`src/rtl/msdf_pkg.sv`:
```
// Shared constants and FSM encoding for the MSDF operator arbiter.
package msdf_pkg;

  localparam int unsigned DIGIT_W  = 3;
  localparam int unsigned LAST_BIT = 2;

  typedef enum logic {
    StIdle = 1'b0,
    StLock = 1'b1
  } arb_state_e;

endpackage

```
`src/rtl/msdf_id_fifo.sv`:
```
// In-order FIFO of granted requester IDs; the head owns the operator's current result stream.
module msdf_id_fifo #(
  parameter int unsigned Width = 2,
  parameter int unsigned Depth = 4
) (
  input  logic             clk,
  input  logic             rstn,
  input  logic             push,
  input  logic [Width-1:0] push_data,
  input  logic             pop,
  output logic [Width-1:0] head_data,
  output logic             full,
  output logic             empty
);

  localparam int unsigned PtrW = (Depth > 1) ? $clog2(Depth) : 1;
  localparam int unsigned CntW = $clog2(Depth + 1);

  logic [Width-1:0] mem_q [Depth];
  logic [PtrW-1:0]  wr_ptr_q, rd_ptr_q;
  logic [CntW-1:0]  count_q;
  logic             push_en, pop_en;

  assign full      = (count_q == CntW'(Depth));
  assign empty     = (count_q == '0);
  assign push_en   = push & ~full;
  assign pop_en    = pop & ~empty;
  assign head_data = mem_q[rd_ptr_q];

  function automatic logic [PtrW-1:0] ptr_inc(input logic [PtrW-1:0] ptr);
    return (ptr == PtrW'(Depth - 1)) ? '0 : ptr + 1'b1;
  endfunction

  always_ff @(posedge clk or negedge rstn) begin
    if (!rstn) begin
      wr_ptr_q <= '0;
      rd_ptr_q <= '0;
      count_q  <= '0;
      for (int i = 0; i < int'(Depth); i++) mem_q[i] <= '0;
    end else begin
      if (push_en) begin
        mem_q[wr_ptr_q] <= push_data;
        wr_ptr_q        <= ptr_inc(wr_ptr_q);
      end
      if (pop_en) rd_ptr_q <= ptr_inc(rd_ptr_q);
      if (push_en && !pop_en)      count_q <= count_q + 1'b1;
      else if (!push_en && pop_en) count_q <= count_q - 1'b1;
    end
  end

endmodule

```
`src/rtl/msdf_op_arbiter.sv`:
```
// Shares one digit-serial MSDF operator among NUM_REQ streams and routes results back in order.
// Define MSDF_ARB_FIXED_PRIO_EN for fixed lowest-index priority instead of round-robin.
module msdf_op_arbiter
  import msdf_pkg::*;
#(
  parameter int unsigned NUM_REQ       = 4,
  parameter int unsigned ID_FIFO_DEPTH = 4,
  localparam int unsigned IdW          = (NUM_REQ > 1) ? $clog2(NUM_REQ) : 1
) (
  input  logic                       clk,
  input  logic                       rstn,
  input  logic [NUM_REQ*DIGIT_W-1:0] dataInArray,
  input  logic [NUM_REQ-1:0]         pValidArray,
  output logic [NUM_REQ-1:0]         readyArray,
  output logic [DIGIT_W-1:0]         op_dataOutArray,
  output logic                       op_validArray,
  input  logic                       op_nReadyArray,
  input  logic [DIGIT_W-1:0]         res_dataInArray,
  input  logic                       res_pValidArray,
  output logic                       res_readyArray,
  output logic [NUM_REQ*DIGIT_W-1:0] dataOutArray,
  output logic [NUM_REQ-1:0]         validArray,
  input  logic [NUM_REQ-1:0]         nReadyArray,
  output logic [IdW-1:0]             grant_id,
  output logic                       busy
);

  arb_state_e       state_q, state_d;
  logic [IdW-1:0]   grant_id_q, grant_id_d;
  logic             pick_valid;
  logic [IdW-1:0]   pick_id;
  logic             fifo_push, fifo_pop, fifo_full, fifo_empty;
  logic [IdW-1:0]   head_id;
  logic [DIGIT_W-1:0] in_digit [NUM_REQ];

  for (genvar g = 0; g < int'(NUM_REQ); g++) begin : g_lane
    assign in_digit[g] = dataInArray[g*DIGIT_W +: DIGIT_W];
  end

`ifdef MSDF_ARB_FIXED_PRIO_EN
  always_comb begin
    pick_valid = 1'b0;
    pick_id    = '0;
    // Descending scan so the lowest valid index is written last.
    for (int i = int'(NUM_REQ) - 1; i >= 0; i--) begin
      if (pValidArray[IdW'(i)]) begin
        pick_valid = 1'b1;
        pick_id    = IdW'(i);
      end
    end
  end
`else
  logic [IdW-1:0] rr_ptr_q, rr_ptr_d;

  always_comb begin
    int unsigned idx;
    pick_valid = 1'b0;
    pick_id    = '0;
    idx        = 0;
    for (int unsigned k = 1; k <= NUM_REQ; k++) begin
      idx = (32'(rr_ptr_q) + k) % NUM_REQ;
      if (!pick_valid && pValidArray[IdW'(idx)]) begin
        pick_valid = 1'b1;
        pick_id    = IdW'(idx);
      end
    end
  end
`endif

  always_comb begin
    state_d         = state_q;
    grant_id_d      = grant_id_q;
`ifndef MSDF_ARB_FIXED_PRIO_EN
    rr_ptr_d        = rr_ptr_q;
`endif
    fifo_push       = 1'b0;
    readyArray      = '0;
    op_dataOutArray = '0;
    op_validArray   = 1'b0;
    unique case (state_q)
      StIdle: begin
        if (pick_valid && !fifo_full) begin
          fifo_push  = 1'b1;
          grant_id_d = pick_id;
          state_d    = StLock;
        end
      end
      StLock: begin
        op_dataOutArray        = in_digit[grant_id_q];
        op_validArray          = pValidArray[grant_id_q];
        readyArray[grant_id_q] = op_nReadyArray;
        if (op_validArray && op_nReadyArray && op_dataOutArray[LAST_BIT]) begin
          state_d = StIdle;
`ifndef MSDF_ARB_FIXED_PRIO_EN
          rr_ptr_d = grant_id_q;
`endif
        end
      end
      default: state_d = StIdle;
    endcase
  end

  // Results belong to the oldest outstanding stream; with none outstanding they stall.
  always_comb begin
    validArray     = '0;
    res_readyArray = 1'b0;
    dataOutArray   = '0;
    fifo_pop       = 1'b0;
    if (!fifo_empty) begin
      validArray[head_id] = res_pValidArray;
      res_readyArray      = nReadyArray[head_id];
      dataOutArray        = {NUM_REQ{res_dataInArray}};
      fifo_pop            = res_pValidArray & res_readyArray & res_dataInArray[LAST_BIT];
    end
  end

  always_ff @(posedge clk or negedge rstn) begin
    if (!rstn) begin
      state_q    <= StIdle;
      grant_id_q <= '0;
`ifndef MSDF_ARB_FIXED_PRIO_EN
      rr_ptr_q   <= IdW'(NUM_REQ - 1);
`endif
    end else begin
      state_q    <= state_d;
      grant_id_q <= grant_id_d;
`ifndef MSDF_ARB_FIXED_PRIO_EN
      rr_ptr_q   <= rr_ptr_d;
`endif
    end
  end

  msdf_id_fifo #(
    .Width (IdW),
    .Depth (ID_FIFO_DEPTH)
  ) u_id_fifo (
    .clk       (clk),
    .rstn      (rstn),
    .push      (fifo_push),
    .push_data (pick_id),
    .pop       (fifo_pop),
    .head_data (head_id),
    .full      (fifo_full),
    .empty     (fifo_empty)
  );

  assign grant_id = grant_id_q;
  assign busy     = (state_q == StLock);

endmodule

```
`config.mk`:
```
export PLATFORM = sky130hd
export DESIGN_NAME = msdf_op_arbiter
export DESIGN_NICKNAME = d
export VERILOG_FILES = /design/src/rtl/msdf_pkg.sv /design/src/rtl/msdf_id_fifo.sv /design/src/rtl/msdf_op_arbiter.sv
export SDC_FILE = /design/constraint.sdc
export NUM_CORES = 1
export LEC_CHECK = 0
export BUFFER_PORTS_ARGS = -buffer_cell sky130_fd_sc_hd__buf_2
export CAP_MARGIN = 25
export CELL_PAD_IN_SITES_DETAIL_PLACEMENT = 2
export CELL_PAD_IN_SITES_GLOBAL_PLACEMENT = 2
export CORE_UTILIZATION = 30
export DETAILED_ROUTE_END_ITERATION = 6
export PLACE_DENSITY_LB_ADDON = 0.1
export REMOVE_ABC_BUFFERS = 1
export SLEW_MARGIN = 10
export SYNTH_ARGS = -nofsm -noshare
export SYNTH_HDL_FRONTEND = slang
export SYNTH_HIERARCHICAL = 1
export SYNTH_SLANG_ARGS = --single-unit
```
`constraint.sdc`:
```
create_clock -name clk -period 3.5 [get_ports clk]
set_input_delay 0.35 -clock clk [delete_from_list [all_inputs] [get_ports clk]]
set_output_delay 0.35 -clock clk [all_outputs]
set_load 0.05 [all_outputs]
```
==> key figures, run 1 <==
Floorplan
  – FP Rows: 24
  – Die ar.: roughly 0.0050 mm²
  – Die width: between 70 and 80 µm
  – Die H: 70.6 µm
  – Initial Util: approximately a third
  – Ports: 55
  – Core Footprint: between 0.004 and 0.005 mm²

STA
  – Final Setup Violations: 0
  – Fmax achieved: roughly 0.32 GHz
  – Slew Viols, Final: 0
  – Minimum clock period: roughly 3100 ps
  – Final Cycle Share: 88.6%
  – Unrepaired setup endpoints after global routing: no
  – Relative slew slack: between 60% and 70%
  – Worst setup margin: roughly 400 ps
  – Layout Skew: about 4.7 ps
  – Least-Margin Pin Slew: around 520 ps
  – Hold Vio Cnt, Final: 0

Final layout
  – Final Instance Count excl. Fillers: roughly 220
  – Leading cell type in the layout, fill and taps excluded: buf_2
  – Antenna Cells: 0
  – Share of cells above drive strength 1: 51.2%
  – Fin area: between 0.0015 and 0.002 mm²
  – # nets final: just over 200
  – Most frequent cells in the layout: buf_2 (54), dfrtp_1 (18), mux2_2 (14)
  – Synth-to-Final Area Change: 22.3%
  – FILL cells: 503

Synth
  – Yosys reg bits: 20
  – Mean Syn Cell Area: about 11 µm²
  – Cell Area, Synth: between 0.001 and 0.0015 mm²
  – Yosys Warn Count: 6
  – Yosys top cell by area: dfrtp_1
  – Top cells by area, synth: dfrtp_1 (32%), mux2_2 (11%), mux4_2 (8.0%)
  – Synth top area share: approximately a third
  – Unique masters post-synth: 35
  – Sequential area share after synthesis: 35.6%
  – Post-synthesis cell count: between 100 and 150

Power
  – Max IR drop VDD: roughly 0.00042 V
  – Power Dens Cells: ~1100 mW/mm²
  – P_leak: between 0.8 and 0.9 nW

GRT
  – Vias in the first global route: between 1,000 and 1,500
  – Overall fraction of global-route tracks in use: between 10% and 20%
  – Total grt overflow: 0
  – Global-route wire length before repair: 5930 µm
  – Initial antenna violation count: 0
  – Pin count of the biggest net entering global routing: 21

Critical path
  – CP peak stage delay: roughly 600 ps
  – Delay-heaviest family, CP: multiplexers
  – WP depth: 10
  – Crit start category: register
  – Crit-path max FO: 5
  – R2R depth: 10
  – Reg2reg setup slack: about 400 ps
  – WP data arrival: 3280 ps
  – RR Endpoint: u_id_fifo/count_q[2]
  – CP max-delay cell: mux4_2
  – Crit Reg-Reg Startpoint: u_id_fifo/rd_ptr_q[0]
  – Endpoint class of the critical path: register
  – Setup CP Type: register to register
  – Worst endpoint required time: roughly 3700 ps
  – WP buf/inv: 1
  – CP Cell Sequence: mux4_2, mux4_2, and3_1, o31ai_1, ha_1, inv_1, fa_1, xor2_1, nor2_1, xor2_1

Routing
  – DR iter-0 viols: 39
  – DRC: 0
  – Drt total wl: roughly 3600 µm
  – Post-route ant nets: 0
  – First drt pass iteration count: 4
  – Avg Vias per Cell: roughly 4.9
  – Per-cell routed wire length: between 15 and 20 µm
  – Vias: 1,096

Placement
  – PortBufs: between 50 and 60
  – Post-DP HPWL: between 3000 and 4000 µm
  – Dpl ws: about 370 ps
  – Cell Area, Placed: 0.00167 mm²
  – Routability cong.: between 0.6 and 0.7
  – Placed Cells: 220

CTS
  – Post-CTS Hold Buffers: 0
  – Post-cts resize count: 0
  – Post-CTS Setup Inserts: 0
  – CTS tree: yes
  – Clock Tree Root: clkbuf_8
  – Worst-path clk slew: about 80 ps
  – CTS max path bufs: 2
  – Clk sinks: 20
  – H-tree depth: 1
  – Worst skew pair latency: 250 ps
  – Total CTS buffers: 3

Run
  – Max Cap Viol: 0

Run status
  – Status: finished clean

Worst hold path
  – Hold crit path type: input pin to async pin
[Yosys cell counts (all sizes together)]
| cell type | instances |
|---|---|
| dfrtp | 18 |
| mux2 | 16 |
| buf | 11 |
| nor2 | 10 |
| mux4 | 7 |
| nand2 | 7 |
| nor2b | 7 |
| ha | 6 |
| and2 | 5 |
| inv | 5 |
| nor3 | 5 |
| a21oi | 3 |
| nand2b | 3 |
| a21o | 2 |
| and3 | 2 |
| dfstp | 2 |
| nand3 | 2 |
| nor3b | 2 |
| xor2 | 2 |
| a31oi | 1 |
| and3b | 1 |
| fa | 1 |
| mux2i | 1 |
| nor4 | 1 |
| o221ai | 1 |
| o31ai | 1 |
| xnor2 | 1 |
[metrics by stage]
| stage | setup TNS, ps | power, mW | hold slack, ps | utilization, % |
|---|---|---|---|---|
| after floorplan | -5460 | 1.48 | 54.4 | - |
| after global placement | 0 | 1.75 | 318 | 37.6 |
| after detailed placement | 0 | 1.81 | 325 | 37.6 |
| after CTS | 0 | 1.99 | 43.5 | 38.9 |
| after global routing | 0 | 2.10 | 52.8 | 38.9 |
| final | 0 | 1.96 | 29.5 | 38.9 |
[report_power, final]
part	switching, mW	internal [mW]
Sequential	0.165	0.361
Clock	0.0738	0.100
Combinational	0.782	0.475
Total	1.02	0.936
[sequential cells by signal, indices dropped and copies added, names as in the netlist]
| signal | count |
|---|---|
| u_id_fifo/rd_ptr_q | 2 |
| busy | 1 |
| rr_ptr_q | 2 |
| grant_id | 2 |
| u_id_fifo/mem_q | 8 |
| u_id_fifo/wr_ptr_q | 2 |
| u_id_fifo/count_q | 3 |
[how the worst max path moves through the flow]
stage                                startpoint                    to  slack (ps)
after floorplan            u_id_fifo/count_q[0]  u_id_fifo/count_q[1]       -1300
after global placement    u_id_fifo/rd_ptr_q[0]  u_id_fifo/count_q[2]         550
after detailed placement  u_id_fifo/rd_ptr_q[0]  u_id_fifo/count_q[2]         370
after CTS                 u_id_fifo/rd_ptr_q[0]  u_id_fifo/count_q[2]         350
after global routing      u_id_fifo/rd_ptr_q[0]  u_id_fifo/count_q[2]         190
final                     u_id_fifo/rd_ptr_q[0]  u_id_fifo/count_q[2]         400
[cells by family after synthesis]
kind of cell	synth area share (%)
mux	25.7
buf+inv	7.71
xor+xnor	1.86
flops	35.6
simple gates	18.6
compound gates	3.81
fa+ha+maj	6.73
[cell type report]
cell class / count / area [µm²] / area share (%)
clock buffer: 4 / 55.1 / 3.19
timing repair buffer: 56 / 285 / 16.5
multi-input combinational: 87 / 801 / 46.3
sequential: 20 / 503 / 29.1
tap: 52 / 65.1 / 3.77
inverter: 5 / 18.8 / 1.09
[layer usage]
metal	routed length (µm)	up-vias	global-route usage, %	share of wire (%)
li1	-	525	-	-
met1	1490	559	18.9	42
met2	2030	12	29.3	56
met3	71	0	3.42	2.0
met4	0	0	0.667	0
met5	0	-	0	0
(Power assumes the default switching activity.)
==> inputs of run 2 (changes only) <==
--- a/config.mk
+++ b/config.mk
@@ -9,12 +9,12 @@
 export CAP_MARGIN = 25
 export CELL_PAD_IN_SITES_DETAIL_PLACEMENT = 2
 export CELL_PAD_IN_SITES_GLOBAL_PLACEMENT = 2
-export CORE_UTILIZATION = 30
+export CORE_MARGIN = 2
+export CORE_UTILIZATION = 29
 export DETAILED_ROUTE_END_ITERATION = 6
 export PLACE_DENSITY_LB_ADDON = 0.1
 export REMOVE_ABC_BUFFERS = 1
 export SLEW_MARGIN = 10
 export SYNTH_ARGS = -nofsm -noshare
 export SYNTH_HDL_FRONTEND = slang
-export SYNTH_HIERARCHICAL = 1
 export SYNTH_SLANG_ARGS = --single-unit
==> key figures, run 2 <==
Run status
  – Status: finished clean

Synth
  – Yosys top cell by area: dfrtp_1
  – Sequential area share after synthesis: a little over a third
  – Mean Syn Cell Area: 10.8 µm²
  – Yosys Warn Count: 0
  – Asr flop ratio synth: 100%
  – Post-synth top flop: dfrtp_1
  – Number of synthesized flops with an enable pin: 0
  – Most frequently used cell type in the post-synthesis netlist: dfrtp_1
  – Post-synth top cells: dfrtp_1 (18), mux2_2 (13), nor2_1 (13), buf_4 (9)
  – Synth top area share: between 30% and 40%
  – Cell Area, Synth: around 0.0014 mm²
  – Post-synthesis cell count: about 130
  – Top cells by area, synth: dfrtp_1 (33%), mux2_2 (11%), mux4_2 (8.1%)
  – Unique masters post-synth: 34
  – Yosys reg bits: 20

STA
  – Least-Margin Pin Slew: between 500 and 600 ps
  – Slew Viols, Final: 0
  – Fmax achieved: 0.364 GHz
  – Worst Hold Slack: 36.6 ps
  – Minimum clock period: between 2000 and 3000 ps
  – Final setup TNS: 0 ps
  – Final Cycle Share: approximately 79%
  – Final Setup Violations: 0
  – Worst setup margin: between 700 and 800 ps
  – Relative slew slack: a little under two thirds
  – Hold Vio Cnt, Final: 0
  – Layout Skew: about 1.3 ps
  – Unrepaired setup endpoints after global routing: no

Final layout
  – Share of cells above drive strength 1: between 40% and 50%
  – Multi-input logic area: ~760 µm²
  – Most flops, register: u_id_fifo.mem_q
  – Leading cell type in the layout, fill and taps excluded: buf_2
  – Top flop regs: u_id_fifo.mem_q x8, u_id_fifo.count_q x3
  – # nets final: between 200 and 250
  – Most frequent cells in the layout: buf_2 (54), dfrtp_1 (18), nor2_1 (13), mux2_2 (13)
  – Sequential Area: approximately 500 µm²
  – Max reg flops: 8
  – Synth-to-Final Area Change: 22.0%
  – Antenna Cells: 0
  – FILL cells: roughly 520

CTS
  – CTS max path bufs: 2
  – Post-CTS Setup Inserts: 0
  – H-tree depth: 1
  – CTS tree: yes
  – Worst skew pair latency: about 250 ps
  – Total CTS buffers: 3
  – Post-CTS Hold Buffers: 0
  – Post-cts resize count: 0
  – Worst-path clk slew: approximately 70 ps
  – Clk sinks: 20
  – Clock Tree Root: clkbuf_8

Floorplan
  – Core Footprint: between 0.004 and 0.005 mm²
  – Die ar.: between 0.005 and 0.006 mm²
  – FP Rows: 25
  – Die width: 73.0 µm
  – Initial Util: approximately 30%
  – Die H: roughly 73 µm
  – Ports: between 50 and 60

Critical path
  – Crit Reg-Reg Startpoint: u_id_fifo.rd_ptr_q[0]
  – Crit start category: register
  – CP max-delay cell: mux4_2
  – CP Cell Sequence: mux4_2, mux2i_1, o32ai_2, inv_1, ha_1, inv_1, fa_1, mux2_2
  – Reg2reg setup slack: 750 ps
  – Crit-path max FO: 5
  – Endpoint class of the critical path: register
  – Setup CP Type: register to register
  – R2R depth: 8
  – CP startpoint: u_id_fifo.rd_ptr_q[0]
  – RR Endpoint: u_id_fifo.count_q[1]
  – CP peak stage delay: ~610 ps
  – Most frequent CP cell: inv_1
  – Worst endpoint required time: around 3600 ps
  – WP data arrival: between 2000 and 3000 ps

GRT
  – Pin count of the biggest net entering global routing: 21
  – Overall fraction of global-route tracks in use: 14.3%
  – Initial antenna violation count: 0
  – Vias in the first global route: around 1,200
  – Global-route wire length before repair: just under 6000 µm
  – Total grt overflow: 0

Routing
  – DRC: 0
  – First drt pass iteration count: 3
  – Post-route ant nets: 0
  – Per-cell routed wire length: between 15 and 20 µm
  – DR iter-0 viols: 38
  – Vias: 1,121
  – Avg Vias per Cell: approximately 5
  – Drt total wl: around 3600 µm

Run
  – Max Cap Viol: 0

Placement
  – Routability cong.: slightly below 0.8
  – PortBufs: 54
  – Dpl ws: roughly 700 ps
  – Post-DP HPWL: around 3000 µm

Worst hold path
  – Hold crit path type: input pin to async pin
-- run 2: cell count changes after synthesis, moves of 3 or more --
cell     delta
nor2b_1     -6
and2_1      +4
buf_2       +3
inv_1       +3
nor2_1      +3
-- run 2: area by class of cell --
| class | count | share of cell area, % |
|---|---|---|
| clock buffers | 4 | 2.67 |
| well taps | 54 | 4.01 |
| flip-flops and latches | 20 | 29.8 |
| repair buffers | 55 | 16.5 |
| inverters | 8 | 1.78 |
| multi-input cells | 87 | 45.3 |
-- run 2: worst max path at each step --
stage,end
after global placement,u_id_fifo.count_q[1]
after global routing,u_id_fifo.count_q[2]
after floorplan,dataOutArray[11]
after detailed placement,u_id_fifo.count_q[1]
after CTS,u_id_fifo.count_q[1]
final,u_id_fifo.count_q[1]
-- run 2: logic make-up (layout without fill, tap and decap cells) --
| logic type | count (synthesis) | in the layout | share of synthesized area (%) |
|---|---|---|---|
| and+or+nand+nor | 42 | 42 | 16.2 |
| muxes | 24 | 24 | 24.4 |
| buffers and inverters | 21 | 67 | 8.42 |
| DFF | 20 | 20 | 36.4 |
| AOI/OAI and AO/OA | 11 | 11 | 5.79 |
| adders and majority gates | 7 | 7 | 6.88 |
| xor gates and xnor gates | 3 | 3 | 1.90 |
-- run 2: worst max-delay path, delay by kind of cell (launching register included) --
family / cells / cell delay [ps]
compound gates: 1 / 310
fa+ha+maj: 2 / 650
buf+inv: 2 / 170
flops: 1 / 450
mux: 3 / 1070
-- run 2: per-stage QoR --
stage                     area, µm²  std cells  utilization, %
after global routing           1690        228            36.2
after global placement         1640        224            35.2
final                          1690        228            36.2
after CTS                      1690        228            36.2
after detailed placement       1640        224            35.2
after floorplan                1300        115               -
-- run 2: routing by layer --
layer	global-route usage [%]	vias to the layer above	routed length (µm)
li1	-	527	-
met1	18.3	549	1570
met2	25.3	43	1840
met3	1.93	2	180
met4	3.09	0	13
met5	0	-	0
Power of run 2 is not shown: default switching activity piles up to over one toggle a cycle in this logic, so the estimate is an artifact.
